==> src/rtl/btn_pkg.sv <==
// Shared definitions for the push-button conditioner: cell states, button index map
// and event id width.
package btn_pkg;

  typedef enum logic [1:0] {
    IDLE        = 2'd0,
    ARM_PRESS   = 2'd1,
    PRESSED     = 2'd2,
    ARM_RELEASE = 2'd3
  } btn_state_e;

  localparam int BTN_UP     = 0;
  localparam int BTN_DOWN   = 1;
  localparam int BTN_LEFT   = 2;
  localparam int BTN_RIGHT  = 3;
  localparam int BTN_CENTER = 4;

  localparam int BTN_ID_W = 3;

endpackage

==> src/rtl/button_conditioner_if.sv <==
// Bundle between the raw button pins / consumer and the conditioner, plus per-cell
// debug state (2 bits per button, btn_state_e encoding).
interface button_conditioner_if
  import btn_pkg::*;
#(
  parameter int N_BTN = 5
);

  logic [N_BTN-1:0]    btn_raw;
  logic [N_BTN-1:0]    btn_level;
  logic [N_BTN-1:0]    btn_press;
  logic [N_BTN-1:0]    btn_release;
  logic                evt_valid;
  logic [BTN_ID_W-1:0] evt_id;
  logic [2*N_BTN-1:0]  dbg_state;

  // evt_valid is a one-cycle strobe with no ready: the sink must take evt_id in the
  // cycle evt_valid is high; evt_id reads 0 whenever evt_valid is low.
  modport master (
    output btn_raw,
    input  btn_level, btn_press, btn_release, evt_valid, evt_id, dbg_state
  );

  modport slave (
    input  btn_raw,
    output btn_level, btn_press, btn_release, evt_valid, evt_id, dbg_state
  );

endinterface

==> src/rtl/button_conditioner_debounce_cell.sv <==
// One button: 2-FF synchroniser, debounce FSM and counter, registered level/pulses.
// Optional auto-repeat of the press pulse while held, enabled by BTN_REPEAT_EN.
module debounce_cell
  import btn_pkg::*;
#(
  parameter int DEBOUNCE_CYCLES = 100000
`ifdef BTN_REPEAT_EN
  ,
  parameter int REPEAT_DELAY  = 50000000,
  parameter int REPEAT_PERIOD = 10000000
`endif
) (
  input  logic       clk,
  input  logic       rst,
  input  logic       raw,
  output logic       level,
  output logic       press,
  output logic       rel,
  output logic [1:0] state
);

  localparam int               CNT_W    = $clog2(DEBOUNCE_CYCLES + 1);
  localparam logic [CNT_W-1:0] CNT_LAST = CNT_W'(DEBOUNCE_CYCLES - 1);

  localparam logic [1:0] ST_IDLE        = 2'(IDLE);
  localparam logic [1:0] ST_ARM_PRESS   = 2'(ARM_PRESS);
  localparam logic [1:0] ST_PRESSED     = 2'(PRESSED);
  localparam logic [1:0] ST_ARM_RELEASE = 2'(ARM_RELEASE);

  logic             s1;
  logic             s2;
  logic [CNT_W-1:0] cnt;

`ifdef BTN_REPEAT_EN
  localparam int RPT_MAX = (REPEAT_DELAY > REPEAT_PERIOD) ? REPEAT_DELAY : REPEAT_PERIOD;
  localparam int RPT_W   = $clog2(RPT_MAX + 1);
  localparam logic [RPT_W-1:0] DELAY_LAST  = RPT_W'(REPEAT_DELAY - 1);
  localparam logic [RPT_W-1:0] PERIOD_LAST = RPT_W'(REPEAT_PERIOD - 1);

  logic [RPT_W-1:0] rpt_cnt;
  logic             repeating;
  logic [RPT_W-1:0] rpt_last;

  // First repeat waits the long delay, later ones use the short period.
  assign rpt_last = repeating ? PERIOD_LAST : DELAY_LAST;
`endif

  always_ff @(posedge clk) begin
    if (rst) begin
      s1 <= 1'b0;
      s2 <= 1'b0;
    end else begin
      s1 <= raw;
      s2 <= s1;
    end
  end

  always_ff @(posedge clk) begin
    if (rst) begin
      state <= ST_IDLE;
      cnt   <= '0;
      level <= 1'b0;
      press <= 1'b0;
      rel   <= 1'b0;
`ifdef BTN_REPEAT_EN
      rpt_cnt   <= '0;
      repeating <= 1'b0;
`endif
    end else begin
      press <= 1'b0;
      rel   <= 1'b0;
`ifdef BTN_REPEAT_EN
      rpt_cnt   <= '0;
      repeating <= 1'b0;
`endif
      case (state)
        ST_IDLE: begin
          if (s2) begin
            state <= ST_ARM_PRESS;
            cnt   <= '0;
          end
        end
        ST_ARM_PRESS: begin
          if (!s2) begin
            state <= ST_IDLE;
            cnt   <= '0;
          end else if (cnt == CNT_LAST) begin
            state <= ST_PRESSED;
            level <= 1'b1;
            press <= 1'b1;
          end else begin
            cnt <= cnt + 1'b1;
          end
        end
        ST_PRESSED: begin
          if (!s2) begin
            state <= ST_ARM_RELEASE;
            cnt   <= '0;
          end
`ifdef BTN_REPEAT_EN
          else if (rpt_cnt == rpt_last) begin
            press     <= 1'b1;
            rpt_cnt   <= '0;
            repeating <= 1'b1;
          end else begin
            rpt_cnt   <= rpt_cnt + 1'b1;
            repeating <= repeating;
          end
`endif
        end
        ST_ARM_RELEASE: begin
          if (s2) begin
            state <= ST_PRESSED;
            cnt   <= '0;
          end else if (cnt == CNT_LAST) begin
            state <= ST_IDLE;
            level <= 1'b0;
            rel   <= 1'b1;
          end else begin
            cnt <= cnt + 1'b1;
          end
        end
        default: begin
          state <= ST_IDLE;
          cnt   <= '0;
        end
      endcase
    end
  end

endmodule

==> src/rtl/button_conditioner.sv <==
// Push-button receive path: one debounce_cell per button plus a lowest-index press
// event encoder. Auto-repeat is compiled in only when BTN_REPEAT_EN is defined.
module button_conditioner
  import btn_pkg::*;
#(
  parameter int N_BTN           = 5,
  parameter int DEBOUNCE_CYCLES = 100000
`ifdef BTN_REPEAT_EN
  ,
  parameter int REPEAT_DELAY  = 50000000,
  parameter int REPEAT_PERIOD = 10000000
`endif
) (
  input logic                 clk,
  input logic                 rst,
  button_conditioner_if.slave bus
);

  logic [N_BTN-1:0]    level;
  logic [N_BTN-1:0]    press;
  logic [N_BTN-1:0]    rel;
  logic [2*N_BTN-1:0]  dbg;
  logic                evt_hit;
  logic [BTN_ID_W-1:0] evt_next;
  logic                evt_valid_r;
  logic [BTN_ID_W-1:0] evt_id_r;

  for (genvar i = 0; i < N_BTN; i++) begin : g_cell
    debounce_cell #(
      .DEBOUNCE_CYCLES(DEBOUNCE_CYCLES)
`ifdef BTN_REPEAT_EN
      ,
      .REPEAT_DELAY   (REPEAT_DELAY),
      .REPEAT_PERIOD  (REPEAT_PERIOD)
`endif
    ) u_cell (
      .clk  (clk),
      .rst  (rst),
      .raw  (bus.btn_raw[i]),
      .level(level[i]),
      .press(press[i]),
      .rel  (rel[i]),
      .state(dbg[2*i +: 2])
    );
  end

  // Scan from the top down so the lowest set index is the one left standing.
  always_comb begin
    evt_hit  = 1'b0;
    evt_next = '0;
    for (int i = N_BTN - 1; i >= 0; i--) begin
      if (press[i]) begin
        evt_hit  = 1'b1;
        evt_next = BTN_ID_W'(i);
      end
    end
  end

  always_ff @(posedge clk) begin
    if (rst) begin
      evt_valid_r <= 1'b0;
      evt_id_r    <= '0;
    end else begin
      evt_valid_r <= evt_hit;
      evt_id_r    <= evt_next;
    end
  end

  assign bus.btn_level   = level;
  assign bus.btn_press   = press;
  assign bus.btn_release = rel;
  assign bus.evt_valid   = evt_valid_r;
  assign bus.evt_id      = evt_id_r;
  assign bus.dbg_state   = dbg;

endmodule

==> src/flat_wrapper.sv <==
// flat-port wrapper written by rule: the top's interface ports become plain ports
module button_conditioner_flat import btn_pkg::*;
#(
  parameter int N_BTN           = 5,
  parameter int DEBOUNCE_CYCLES = 100000

)
  (clk, rst, bus_btn_raw, bus_btn_level, bus_btn_press, bus_btn_release, bus_evt_valid, bus_evt_id, bus_dbg_state);
  button_conditioner_if #(.N_BTN(N_BTN)) bus_i ();
  input logic clk;
  input logic rst;
  input wire logic [$bits(bus_i.btn_raw)-1:0] bus_btn_raw;
  output wire logic [$bits(bus_i.btn_level)-1:0] bus_btn_level;
  output wire logic [$bits(bus_i.btn_press)-1:0] bus_btn_press;
  output wire logic [$bits(bus_i.btn_release)-1:0] bus_btn_release;
  output wire logic [$bits(bus_i.evt_valid)-1:0] bus_evt_valid;
  output wire logic [$bits(bus_i.evt_id)-1:0] bus_evt_id;
  output wire logic [$bits(bus_i.dbg_state)-1:0] bus_dbg_state;
  assign bus_i.btn_raw = bus_btn_raw;
  assign bus_btn_level = bus_i.btn_level;
  assign bus_btn_press = bus_i.btn_press;
  assign bus_btn_release = bus_i.btn_release;
  assign bus_evt_valid = bus_i.evt_valid;
  assign bus_evt_id = bus_i.evt_id;
  assign bus_dbg_state = bus_i.dbg_state;
  button_conditioner #(.N_BTN(N_BTN), .DEBOUNCE_CYCLES(DEBOUNCE_CYCLES)) u_core (.clk(clk), .rst(rst), .bus(bus_i));
endmodule
==> config.mk <==
export PLATFORM = sky130hd
export DESIGN_NAME = button_conditioner_flat
export DESIGN_NICKNAME = d
export VERILOG_FILES = /design/src/rtl/btn_pkg.sv /design/src/rtl/button_conditioner_if.sv /design/src/rtl/button_conditioner_debounce_cell.sv /design/src/rtl/button_conditioner.sv /design/src/flat_wrapper.sv
export SDC_FILE = /design/constraint.sdc
export NUM_CORES = 1
export LEC_CHECK = 0
export ABC_AREA = 1
export CAP_MARGIN = 20
export CORE_MARGIN = 2
export CORE_UTILIZATION = 54
export CTS_CLUSTER_DIAMETER = 30
export DETAILED_ROUTE_END_ITERATION = 7
export PLACE_DENSITY = 0.76
export SYNTH_ARGS = -nofsm -noshare
export SYNTH_HDL_FRONTEND = slang
export SYNTH_SLANG_ARGS = --single-unit
==> constraint.sdc <==
create_clock -name clk -period 1.4 [get_ports clk]
set_input_delay 0.14 -clock clk [delete_from_list [all_inputs] [get_ports clk]]
set_output_delay 0.14 -clock clk [all_outputs]
set_load 0.005 [all_outputs]
Yosys cells after proc, flatten, opt, wreduce, memory -nomap -nowiden
Index checks and enable logic that the tools add are counted.
Storage, ports and cells
  register bits after elaboration: 124
  input bits: 7
  output and inout port bits: 29
  logic and storage cells: 261
Operators by class
  add/subtract/negate cells: 5
  eq/ne operators: 60
  mux-type cells: 104
  bitwise logic cells: 15
  reduce and logical (&&, ||, !) cells: 38
Operator list (count)
  17-bit two-way mux: 25
  17-bit one-hot mux with 4 select lines: 5
  17-bit by 1-bit adder with 17-bit output, second input constant: 5
  17-bit == test, second input constant: 5
  2-bit two-way mux: 32
  2-bit inequality test, second input constant: 30
  2-bit one-hot mux with 4 select lines: 5
  3-bit OR reduction: 11
  1-bit two-way mux: 31
  3-bit inequality test, second input constant: 10
  5-bit AND reduction: 5
  2-bit == test, second input constant: 10
  4-bit AND reduction: 5
  1-bit NOT: 15
  2-bit by 1-bit == test with 1-bit output, second input constant: 5
  2-bit logical NOT: 5
  1-bit one-hot mux with 2 select lines: 5
  2-bit AND reduction: 5
  2-bit nonzero test: 5
  5-bit OR reduction: 1
  3-bit two-way mux: 1
  2-bit OR reduction: 1

Depth between registers and ports, before layout
Gate-level depths: netlist of run 1.
  word-level depth: 5
  mapped depth: 12
  mapped depth without buffers: 12

By module
From an unflattened synthesis of run 1, not the netlist that was laid out.
Second synthesis, totals
  cell total of the unflattened synthesis: 1008
  area total of the unflattened synthesis: 6916.6 um^2
Modules (own cells, without submodules)
  debounce_cell (u_core.g_cell[0].u_cell ...): instances 4, cells each 194, area each 1343.8 um^2, seq. area each 480.5 um^2
  debounce_cell (u_core.g_cell[4].u_cell): instances 1, cells each 212, area each 1390.1 um^2, seq. area each 480.5 um^2
  button_conditioner: instances 1, cells each 20, area each 151.4 um^2, seq. area each 80.1 um^2

Worst setup path before layout of run 1
Ideal clock, no wire load.
  path kind: register to register
  start: register u_core.g_cell[3].u_cell.cnt[0]
  end: register u_core.g_cell[3].u_cell.level
  setup time: 0.115 ns
  data arrival time: 1.370 ns
  data required time: 1.285 ns
  setup slack: -0.085 ns
  cell stages (with the launch flop): 12
  buffers on the path: 1
  clock period less this slack: 1.485 ns
  cell sequence: dfxtp_1 ha_1 nand2_1 inv_1 nand2_1 nor2_1 nand2_1 buf_2 nor2_4 nand3_1 nand2_1 nor2_1
On the way
  word-level cells in the longest chain between the ends: 3
  elaborated cells on any way between the ends: 4
  those cells by class: eq/ne (3); reduce/logical (1)
RTL lines
  start, declared: RTL line button_conditioner_debounce_cell.sv:32  | logic [CNT_W-1:0] cnt;
  start signal, assigned: RTL line button_conditioner_debounce_cell.sv:92  | cnt <= cnt + 1'b1;
  start signal, assigned: RTL line button_conditioner_debounce_cell.sv:120  | cnt <= cnt + 1'b1;
  17-bit == test *: RTL line button_conditioner_debounce_cell.sv:87, button_conditioner_debounce_cell.sv:115
  2-bit inequality test (no source line)
  5-bit AND reduction (no source line) *
  end signal, assigned: RTL line button_conditioner_debounce_cell.sv:62  | level <= 1'b0;
  end signal, assigned: RTL line button_conditioner_debounce_cell.sv:89  | level <= 1'b1;
  end signal, assigned: RTL line button_conditioner_debounce_cell.sv:117  | level <= 1'b0;
  end, declared: RTL line button_conditioner_debounce_cell.sv:16  | output logic level,
Mark *: on every way between the ends. The rest lies on a longest branch, timed or not.
A chain may end at the register's enable or synchronous reset.

Worst setup path after layout of run 1
  start: register u_core.g_cell[3].u_cell.cnt[0]
  end: register u_core.g_cell[3].u_cell.cnt[16]
On the way
  word-level cells in the longest chain between the ends: 4
  elaborated cells on any way between the ends: 6
  those cells by class: add/sub (1); eq/ne (1); mux (4)
RTL lines
  17-bit by 1-bit adder with 17-bit output / 17-bit == test (equally long branches)
  17-bit two-way mux *: RTL line button_conditioner_debounce_cell.sv:87, button_conditioner_debounce_cell.sv:115
  17-bit two-way mux, on equally long branches: RTL line button_conditioner_debounce_cell.sv:112, button_conditioner_debounce_cell.sv:84
  17-bit one-hot mux with 4 select lines *: RTL line button_conditioner_debounce_cell.sv:76  | case (state)
Marked as above.

==> reports/summary.txt, run 1 <==
Worst EP required: 1.71 ns
Reg clk slew, reported paths: 0.06 ns
RSZ-0062 raised after global routing: yes
GRT Residual Overflow: 0
synth warn: 0
port buffer count: 35
first-pass GRT wire length: 29.4 mm
EDFF count, synth: 0
CTS tree: built
# setup viols final: 32
critical path type: reg -> reg
FFs w/ async S/R, synth: 0
post-route ant nets: 0
Layout area overhead: 45.8%
post-synthesis xor/xnor area fraction: 0.0105
#FFs+latches synth: 124
fillers: 770
Post-Layout Cell Count: 1,363
Synth Instances: 1,021
die width: 114 um
post-synthesis sequential area ratio: 0.378
placed cells: 1,306
Post-Synth Adder-Cell Area: 0.00953
Rel. slew slack: 0.749
CP arrival: 1.80 ns
TritonCTS buffer count: 17
Fin. Hold Viols: 0
WHS: 0.219 ns
pwr/cell area: 853 nW/um2
failing checks: design-rule violations, negative setup slack
FP Rows: 40
leading cell type in the layout, fill and taps excluded: nand2_1
Tcrit/Tclk final: 1.07
ANT cells: 0
Final Net Count: 1,216
Worst Path Max Fanout: 3
die span in y: 114 um
main combinational cell family by area after synthesis: simple AND/OR/NAND/NOR gates
Iter 0 DRT Violations: 613
most frequent cells in the layout: 202 x nand2_1, 143 x buf_4, 125 x inv_1, 102 x nor2_1, 82 x nand3_1
vias in the first global route: 6,695
clock skew: 0.00715 ns
Placement Setup Slack: -0.142 ns
routed vias/inst: 5.44
Leakage: 4.02 nW
Sink Count: 124
DRC: 1
switching power as a share of total power: 0.223
# IOs: 36
Clock Power Share: 0.516
Final Critical Period: 1.49 ns
Seq pwr share: 0.436
crit start category: flip-flop
Post-Route WL: 20.3 mm
Clock Latency Late Sink: 0.42 ns
count of cell types in the netlist: 44
Synth Area in Compound Gates: 0.112
WL per Instance: 14.9 um
Critical Path End Type: flip-flop
DRT Pass-1 Iters: 8
Peak Freq: 670 MHz
Final Wtd Congestion: 0.952
Vias: 7,418
Peak supply drop: 1.08 mV
largest net degree at the start of global routing: 57
H-tree Lvls: 4
Global Route Usage Sum: 0.278
fraction of synthesized area in multiplexers: 0
Core Region: 12,000 um2
Int Pwr: 6.35 mW
max cap viols: 0
Synth Area per Inst: 6.43 um2
Max Transition Viols Final: 0
outcome: complete, but fails checks
Root Driver: clkbuf_16
Core Util, Final: 0.800
Switch Pwr: 1.82 mW
share of cells above drive strength 1: 0.353
CTS Buffer Depth: 2
Most used DFF post-synth: dfxtp_1
Detailed Place HPWL: 11.9 mm
power share of the combinational group: 0.049
Post-CTS Hold Buffers: 0
Pwr Total: 8.16 mW
syn nets: 1,033
Worst-Margin Slew: 0.373 ns
Mapped Area: 6570 um2
Hold Path Class: in -> reg
Initial Utilization: 0.549
worst setup margin: -0.0933 ns
simple-gate share of the synthesized area: 0.376
die area: 13,100 um2
initial antenna violation count: 0
-- power groups by stage --
| stage | Sequential (mW) | Clock (mW) | Combinational, mW |
|---|---|---|---|
| 4_1_cts | 3.56 | 4.24 | 0.350 |
| 3_5_place_dp | 3.64 | 0 | 0.323 |
| 6_report | 3.56 | 4.21 | 0.397 |
| 5_1_grt | 3.56 | 4.41 | 0.427 |
| 2_1_floorplan | 3.64 | 0 | 0.176 |
| 3_3_place_gp | 3.64 | 0 | 0.321 |
-- layout make-up --
type | instances | area [um2] | share of cell area
clock buffer | 24 | 502 | 0.0524
clock inverter | 7 | 62.6 | 0.00654
inverter | 147 | 567 | 0.0592
multi-input combinational | 716 | 4040 | 0.422
sequential | 124 | 2570 | 0.268
tap | 147 | 184 | 0.0192
timing repair buffer | 198 | 1650 | 0.172
-- registers in the layout, summed over array words and instances, names as in the netlist, named ones only --
signal,flops
u_core.g_cell.u_cell.cnt,85
u_core.g_cell.u_cell.state,5
u_core.bus.evt_valid,1
u_core.g_cell.u_cell.level,5
u_core.g_cell.u_cell.press,5
u_core.bus.evt_id,3
u_core.g_cell.u_cell.s1,5
u_core.g_cell.u_cell.s2,5
u_core.g_cell.u_cell.rel,5
-- timing repair --
| item | CTS | global route |
|---|---|---|
| setup buffers | 13 | 14 |
| endpoints found under the setup margin | 81 | 108 |
| resized for setup | 105 | 207 |
| gates cloned | 0 | 1 |
| pin swaps | 23 | 50 |
-- routing by layer --
| metal | vias to the layer above | share of wire | track usage |
|---|---|---|---|
| met5 | - | 0 | 0 |
| li1 | 3642 | - | - |
| met1 | 3424 | 0.41 | 0.335 |
| met4 | 0 | 0.026 | 0.0959 |
| met3 | 65 | 0.057 | 0.0746 |
| met2 | 287 | 0.51 | 0.480 |
-- critical path, cell delays in order (launching register included) --
cell	delay (ns)
dfxtp_4	0.36
ha_4	0.14
nand2_4	0.05
buf_6	0.12
nor2_4	0.12
nand3_2	0.10
nor2_1	0.20
nand3_1	0.13
nand2_1	0.08
o21ai_0	0.07
-- kinds of logic (layout without fill, tap and decap cells) --
family | count (synthesis) | count (layout)
flip-flops | 124 | 124
AO/OA/AOI/OAI | 133 | 133
adder cells (fa/ha/maj) | 5 | 5
buffers and inverters | 181 | 376
XOR/XNOR | 7 | 7
AND/OR/NAND/NOR | 571 | 571
-- final timing paths --
check / startpoint / to / slack, ns / cells past startpoint
max: u_core.g_cell[3].u_cell.cnt[0]$_SDFFE_PP0P_ / u_core.g_cell[3].u_cell.cnt[16]$_SDFFE_PP0P_ / -0.09 / 9
min reg2reg: u_core.g_cell[1].u_cell.s1$_SDFF_PP0_ / u_core.g_cell[1].u_cell.s2$_SDFF_PP0_ / 0.40 / 2
max reg2reg: u_core.g_cell[3].u_cell.cnt[0]$_SDFFE_PP0P_ / u_core.g_cell[3].u_cell.cnt[16]$_SDFFE_PP0P_ / -0.09 / 9
min: rst / u_core.g_cell[2].u_cell.cnt[10]$_SDFFE_PP0P_ / 0.22 / 3
-- per-stage QoR --
step / setup TNS (ns) / area (um2)
finish: -1.07 / 9570
global route: -4.65 / 9570
CTS: -0.0123 / 8860
detailed placement: -3.21 / 7970
global placement: -1.92 / 7970
floorplan: -0.0118 / 6600
-- cell usage after synthesis, types with 7 or more instances --
master	n	area, um2
a21oi_1	68	340
buf_2	8	40.0
buf_4	16	120
clkbuf_1	7	26.3
dfxtp_1	124	2480
inv_1	141	529
nand2_1	242	908
nand3_1	104	521
nand4_1	30	188
nor2_1	151	567
nor3_1	21	105
o21ai_0	38	190
Note: power is estimated with default switching activity, not from simulation.
==> run 2: changes to the inputs <==
--- a/config.mk
+++ b/config.mk
@@ -7,7 +7,7 @@
 export LEC_CHECK = 0
 export ABC_AREA = 1
 export CAP_MARGIN = 20
-export CORE_MARGIN = 2
+export CORE_MARGIN = 1.5
 export CORE_UTILIZATION = 54
 export CTS_CLUSTER_DIAMETER = 30
 export DETAILED_ROUTE_END_ITERATION = 7
==> run 2 against run 1 <==
Compared with the run above:
- the run ends with negative setup slack left
- combinational power rose by 11%
- sequential share of layout area shrank 1.2 points
- cell count grew 1.9%
- hold slack improved by 0.0076 ns
- critical path type unchanged
- critical endpoint is now u_core.g_cell[2].u_cell.cnt[1]$_SDFFE_PP0P_
- die area fell by 1.7%
- setup slack lost 0.098 ns
- global-route usage up 2.1 points
- first-iteration DRC count grew 4.4%
- clock power increased by 4%
==> reports/summary.txt, run 2 (same netlist as run 1, synthesis figures left out) <==
WL per Instance: 16.1 um
largest net degree at the start of global routing: 57
FP Rows: 40
CP max stage delay: 0.45 ns
Core Util, Final: 0.838
CP arrival: 1.94 ns
Global Route Usage Sum: 0.300
Peak Freq: 629 MHz
most frequent cells in the layout: 201 x nand2_1, 162 x buf_4, 122 x inv_1, 102 x nor2_1, 77 x nand3_1
CP dominant cell by count: nand2_1
max cap viols: 0
first-pass GRT wire length: 31.0 mm
Leakage: 4.22 nW
ANT cells: 0
crit-path leading delay family: simple AND/OR/NAND/NOR gates
Root Driver: clkbuf_16
Max Transition Viols Final: 0
Fin Setup TNS: -1.40 ns
GRT Residual Overflow: 0
Iter 0 DRT Violations: 640
pwr/cell area: 841 nW/um2
Peak supply drop: 0.881 mV
slowest CP cell: dfxtp_1
Worst EP required: 1.75 ns
Worst-Margin Slew: 0.354 ns
die span in y: 113 um
Tcrit/Tclk final: 1.14
Sink Count: 124
crit start category: flip-flop
Vias: 7,800
Detailed Place HPWL: 12.3 mm
final instance area: 9980 um2
max FFs per register: 85
port buffer count: 35
Post-Route WL: 22.4 mm
Hold Path Class: in -> reg
Final Wtd Congestion: 0.907
# IOs: 36
clock skew: 0.00598 ns
worst path buffer plus inverter count: 1
Final Critical Period: 1.59 ns
DRT Pass-1 Iters: 7
Fin. Hold Viols: 0
Critical Path End Type: flip-flop
critical path type: reg -> reg
Core Region: 11,900 um2
die width: 113 um
Layout area overhead: 52.0%
die area: 12,800 um2
RSZ-0062 raised after global routing: yes
Final Net Count: 1,242
# setup viols final: 25
routed vias/inst: 5.62
CTS Buffer Depth: 2
failing checks: negative setup slack
vias in the first global route: 6,925
worst setup margin: -0.191 ns
Clock Latency Late Sink: 0.43 ns
Reg clk slew, reported paths: 0.05 ns
Reg with most FFs: u_core.g_cell.u_cell.cnt
post-route ant nets: 0
CTS tree: built
share of cells above drive strength 1: 0.380
outcome: complete, but fails checks
worst path cell trace: buf_4 > nand2_1 > nor2_1 > nand2_1 > nor2_4 > nand2_2 > nand2_2 > nand2_1 > a21oi_1
DRC: 0
Placement Cell Area: 8150 um2
TritonCTS buffer count: 17
initial antenna violation count: 0
H-tree Lvls: 4
Initial Utilization: 0.551
Worst Path Max Fanout: 5
R2R setup slack: -0.19 ns
leading cell type in the layout, fill and taps excluded: nand2_1
WHS: 0.227 ns
Rel. slew slack: 0.762
==> run 2: report_power, final <==
part	switching [mW]	internal (mW)
Clock	1.61	2.78
Combinational	0.260	0.183
Sequential	0.0185	3.54
==> run 2: path summary, 6_finish.rpt <==
| path | from | endpoint | cells past startpoint |
|---|---|---|---|
| setup reg to reg | u_core.g_cell[2].u_cell.cnt[7]$_SDFFE_PP0P_ | u_core.g_cell[2].u_cell.cnt[1]$_SDFFE_PP0P_ | 9 |
| setup / recovery | u_core.g_cell[2].u_cell.cnt[7]$_SDFFE_PP0P_ | u_core.g_cell[2].u_cell.cnt[1]$_SDFFE_PP0P_ | 9 |
| hold / removal | bus_btn_raw[4] | u_core.g_cell[4].u_cell.s1$_SDFF_PP0_ | 3 |
| hold reg to reg | u_core.g_cell[4].u_cell.s1$_SDFF_PP0_ | u_core.g_cell[4].u_cell.s2$_SDFF_PP0_ | 2 |
==> run 2: area by class of cell <==
cell class	instances	area [um2]
multi-input cells	717	4190
flip-flops and latches	124	2560
fillers	665	1930
repair buffers	223	1890
inverters	147	571
clock buffers	24	492
well taps	147	184
clock inverters	7	87.6
==> run 2: repair_timing <==
| item | CTS | global route |
|---|---|---|
| pin swaps | 27 | 65 |
| resized for setup | 119 | 233 |
| setup endpoints to repair | 85 | 111 |
| buffers inserted | 16 | 14 |
| cloned | 0 | 2 |
| hold buffers | 0 | 0 |
==> run 2: stage by stage <==
| step | setup WS (ns) | total power, mW | instances |
|---|---|---|---|
| 2_1_floorplan | -0.0118 | 3.82 | 1021 |
| 3_3_place_gp | -0.0814 | 3.98 | 1328 |
| 3_5_place_dp | -0.126 | 3.98 | 1328 |
| 4_1_cts | -0.0416 | 8.31 | 1374 |
| 5_1_grt | -0.293 | 8.59 | 1389 |
| 6_report | -0.191 | 8.39 | 1389 |
==> run 2: metal layers <==
layer  GRT usage  wire [um]  vias to the layer above
met5           0          0                        -
met4       0.145       1120                        0
li1            -          -                     3694
met3      0.0675       1240                       98
met2       0.515      11200                      346
met1       0.354       8810                     3662
==> run 2: tightest hold or removal path: cells and delay by family <==
| family | cells | cell delay (ns) |
|---|---|---|
| and+or+nand+nor | 1 | 0.03 |
| buffers and inverters | 2 | 0.44 |
==> run 3: changes to the inputs <==
--- a/config.mk
+++ b/config.mk
@@ -8,10 +8,11 @@
 export ABC_AREA = 1
 export CAP_MARGIN = 20
 export CORE_MARGIN = 1.5
-export CORE_UTILIZATION = 54
+export CORE_UTILIZATION = 55
 export CTS_CLUSTER_DIAMETER = 30
 export DETAILED_ROUTE_END_ITERATION = 7
-export PLACE_DENSITY = 0.76
+export PLACE_DENSITY = 0.77
 export SYNTH_ARGS = -nofsm -noshare
 export SYNTH_HDL_FRONTEND = slang
+export SYNTH_HIERARCHICAL = 1
 export SYNTH_SLANG_ARGS = --single-unit
==> run 3 against run 2 <==
Compared with the run above:
- the run still ends with negative setup slack left
- highest routed layer unchanged
- first-iteration DRC count decreased by 29%
- critical endpoint is now u_core/g_cell[0].u_cell/cnt[0]$_SDFFE_PP0P_
- clock power about the same
- sequential share of layout area up 2.8 points
- largest power group unchanged
- cell count down 6.0%
==> reports/summary.txt, run 3 <==
CTS tree: built
Vias: 6,777
post-synthesis sequential area ratio: 0.359
Hold Crit Start: rst
post-route ant nets: 0
FP Rows: 40
Final Critical Period: 1.45 ns
worst setup margin: -0.0497 ns
outcome: complete, but fails checks
R2R setup slack: -0.05 ns
Reg with most FFs: u_core/g_cell.u_cell/cnt
crit start category: flip-flop
simple-gate share of the synthesized area: 0.425
Worst Path Max Fanout: 3
Worst setup endpoint: u_core/g_cell[0].u_cell/cnt[0]$_SDFFE_PP0P_
die span in y: 115 um
Root Driver: clkbuf_16
Core Region: 12,200 um2
main combinational cell family by area after synthesis: simple AND/OR/NAND/NOR gates
Layout area overhead: 29.9%
most frequent cells in the layout: 213 x nand2_1, 139 x nor2_1, 131 x inv_1, 76 x dfxtp_1, 72 x buf_4
Initial Utilization: 0.569
post-synth top area share: 0.359
Max Transition Viols Final: 0
Rel. slew slack: 0.766
Iter 0 DRT Violations: 452
Global Route Usage Sum: 0.256
Most used DFF post-synth: dfxtp_1
Placement Setup Slack: -0.00735 ns
max FFs per register: 85
share of cells above drive strength 1: 0.277
first-pass GRT wire length: 27.2 mm
worst path cell trace: nand2_1 > inv_1 > nand2_1 > nor2_2 > nand4_1 > nand3b_1 > nand2_1 > inv_1
ANT cells: 0
Detailed Place HPWL: 11.8 mm
Mapped Area: 6920 um2
top post-synthesis cells by count: 228 x nand2_1, 149 x nor2_1, 132 x inv_1
WHS: 0.122 ns
port buffer count: 35
# IOs: 36
Leakage: 3.94 nW
Final Net Count: 1,137
Tcrit/Tclk final: 1.04
routed vias/inst: 5.19
Setup crit start: u_core/g_cell[0].u_cell/cnt[9]$_SDFFE_PP0P_
count leader, synth: nand2_1
die width: 115 um
leading cell type in the layout, fill and taps excluded: nand2_1
r2r endpoint: u_core/g_cell[0].u_cell/cnt[0]$_SDFFE_PP0P_
Final Wtd Congestion: 0.921
# setup viols final: 4
pwr/cell area: 928 nW/um2
post-synthesis xor/xnor area fraction: 0.0165
failing checks: negative setup slack
count of cell types in the netlist: 37
initial antenna violation count: 0
area leader, netlist: dfxtp_1
Pwr Total: 8.34 mW
Peak supply drop: 0.872 mV
H-tree Lvls: 4
max cap viols: 0
Synth area leaders: dfxtp_1 36%, nand2_1 12%, nor2_1 8.1%, inv_1 7.2%, nand3_1 4.5%
RR Startpoint: u_core/g_cell[0].u_cell/cnt[9]$_SDFFE_PP0P_
clock skew: 0.00742 ns
Synth Instances: 1,008
vias in the first global route: 6,188
Reg clk slew, reported paths: 0.06 ns
syn nets: 1,020
RSZ-0062 raised after global routing: yes
worst r2r path cells: 8
fraction of synthesized area in multiplexers: 0
Post-Synth Adder-Cell Area: 0.00904
Hold Path Class: in -> reg
CP max stage delay: 0.36 ns
Peak Freq: 690 MHz
Critical Path End Type: flip-flop
WL per Instance: 13.1 um
TritonCTS buffer count: 17
Fin. Hold Viols: 0
slowest CP cell: dfxtp_1
Sink Count: 124
#FFs+latches synth: 124
FFs w/ async S/R, synth: 0
CTS Buffer Depth: 2
Worst-Margin Slew: 0.351 ns
CP arrival: 1.81 ns
EDFF count, synth: 0
Post-Route WL: 17.2 mm
DRT Pass-1 Iters: 5
Worst EP required: 1.76 ns
die area: 13,300 um2
Synth Area in Compound Gates: 0.0961
DRC: 0
synth warn: 6
Synth Area per Inst: 6.86 um2
Core Util, Final: 0.739
largest net degree at the start of global routing: 19
critical path type: reg -> reg
CP dominant cell by count: nand2_1
GRT Residual Overflow: 0
Clock Latency Late Sink: 0.42 ns
Fin Setup TNS: -0.116 ns
==> run 3: cell count changes in the layout (fill, tap and decap cells not counted), sizes merged, moves of 5 or more <==
cell,before,now
and2,1,6
nand2,250,265
o21bai,4,22
a21oi,70,36
o21ai,44,30
nand3,104,75
nor2,157,179
buf,190,76
nor3,21,26
inv,143,151
nand3b,1,8
nand4,30,37
==> run 3: metrics by stage <==
step                cells  cell area [um2]
finish               1306             8980
global route         1306             8980
CTS                  1289             8490
detailed placement   1256             7840
global placement     1256             7840
floorplan            1008             6920
==> run 3: kinds of logic after synthesis <==
logic type                 after synthesis
AOI/OAI and AO/OA                      101
DFF                                    124
buffers and inverters                  169
xor gates and xnor gates                13
adders and majority gates                5
and+or+nand+nor                        596
==> run 3: power breakdown <==
part	leakage, nW	internal, mW	total, mW	switching (mW)
clock network	0.291	2.85	4.42	1.57
logic	2.62	0.138	0.358	0.220
registers	1.03	3.54	3.56	0.0122
==> run 3: critical path: cells and delay by family, from the launching register on <==
| kind | cells | cell delay, ns |
|---|---|---|
| AND/OR/NAND/NOR | 6 | 0.92 |
| flip-flops | 1 | 0.36 |
| buffers and inverters | 2 | 0.12 |
==> run 3: area by class of cell <==
cell class	count	area, um2
flip-flops and latches	124	2550
clock buffers	23	498
fillers	930	3180
well taps	168	210
multi-input cells	715	4100
clock inverters	9	110
repair buffers	110	913
inverters	157	598
==> run 3: routing by layer <==
layer	global-route usage	vias to the layer above	part of all wire
met5	0	-	0
met4	0.0996	0	0.022
met3	0.0596	38	0.048
met2	0.437	190	0.48
met1	0.313	3101	0.45
li1	-	3448	-
==> run 3: repair_timing <==
| action | in CTS | in global routing |
|---|---|---|
| buffers inserted | 1 | 17 |
| cloned | 0 | 0 |
| endpoints found under the setup margin | 31 | 98 |
| gates resized for setup | 44 | 117 |
| pin swaps | 2 | 49 |
| hold buffers | 0 | 0 |
==> run 3: how the worst min path moves through the flow <==
stage                                                        to  depth (start not counted)  slack, ns
global placement          u_core/g_cell[4].u_cell/s2$_SDFF_PP0_                          2       0.39
finish              u_core/g_cell[1].u_cell/cnt[1]$_SDFFE_PP0P_                          2       0.12
detailed placement        u_core/g_cell[0].u_cell/s2$_SDFF_PP0_                          2       0.39
floorplan                 u_core/g_cell[0].u_cell/s1$_SDFF_PP0_                          2       0.25
global route        u_core/g_cell[1].u_cell/cnt[1]$_SDFFE_PP0P_                          2       0.13
CTS                 u_core/g_cell[1].u_cell/cnt[1]$_SDFFE_PP0P_                          2       0.11
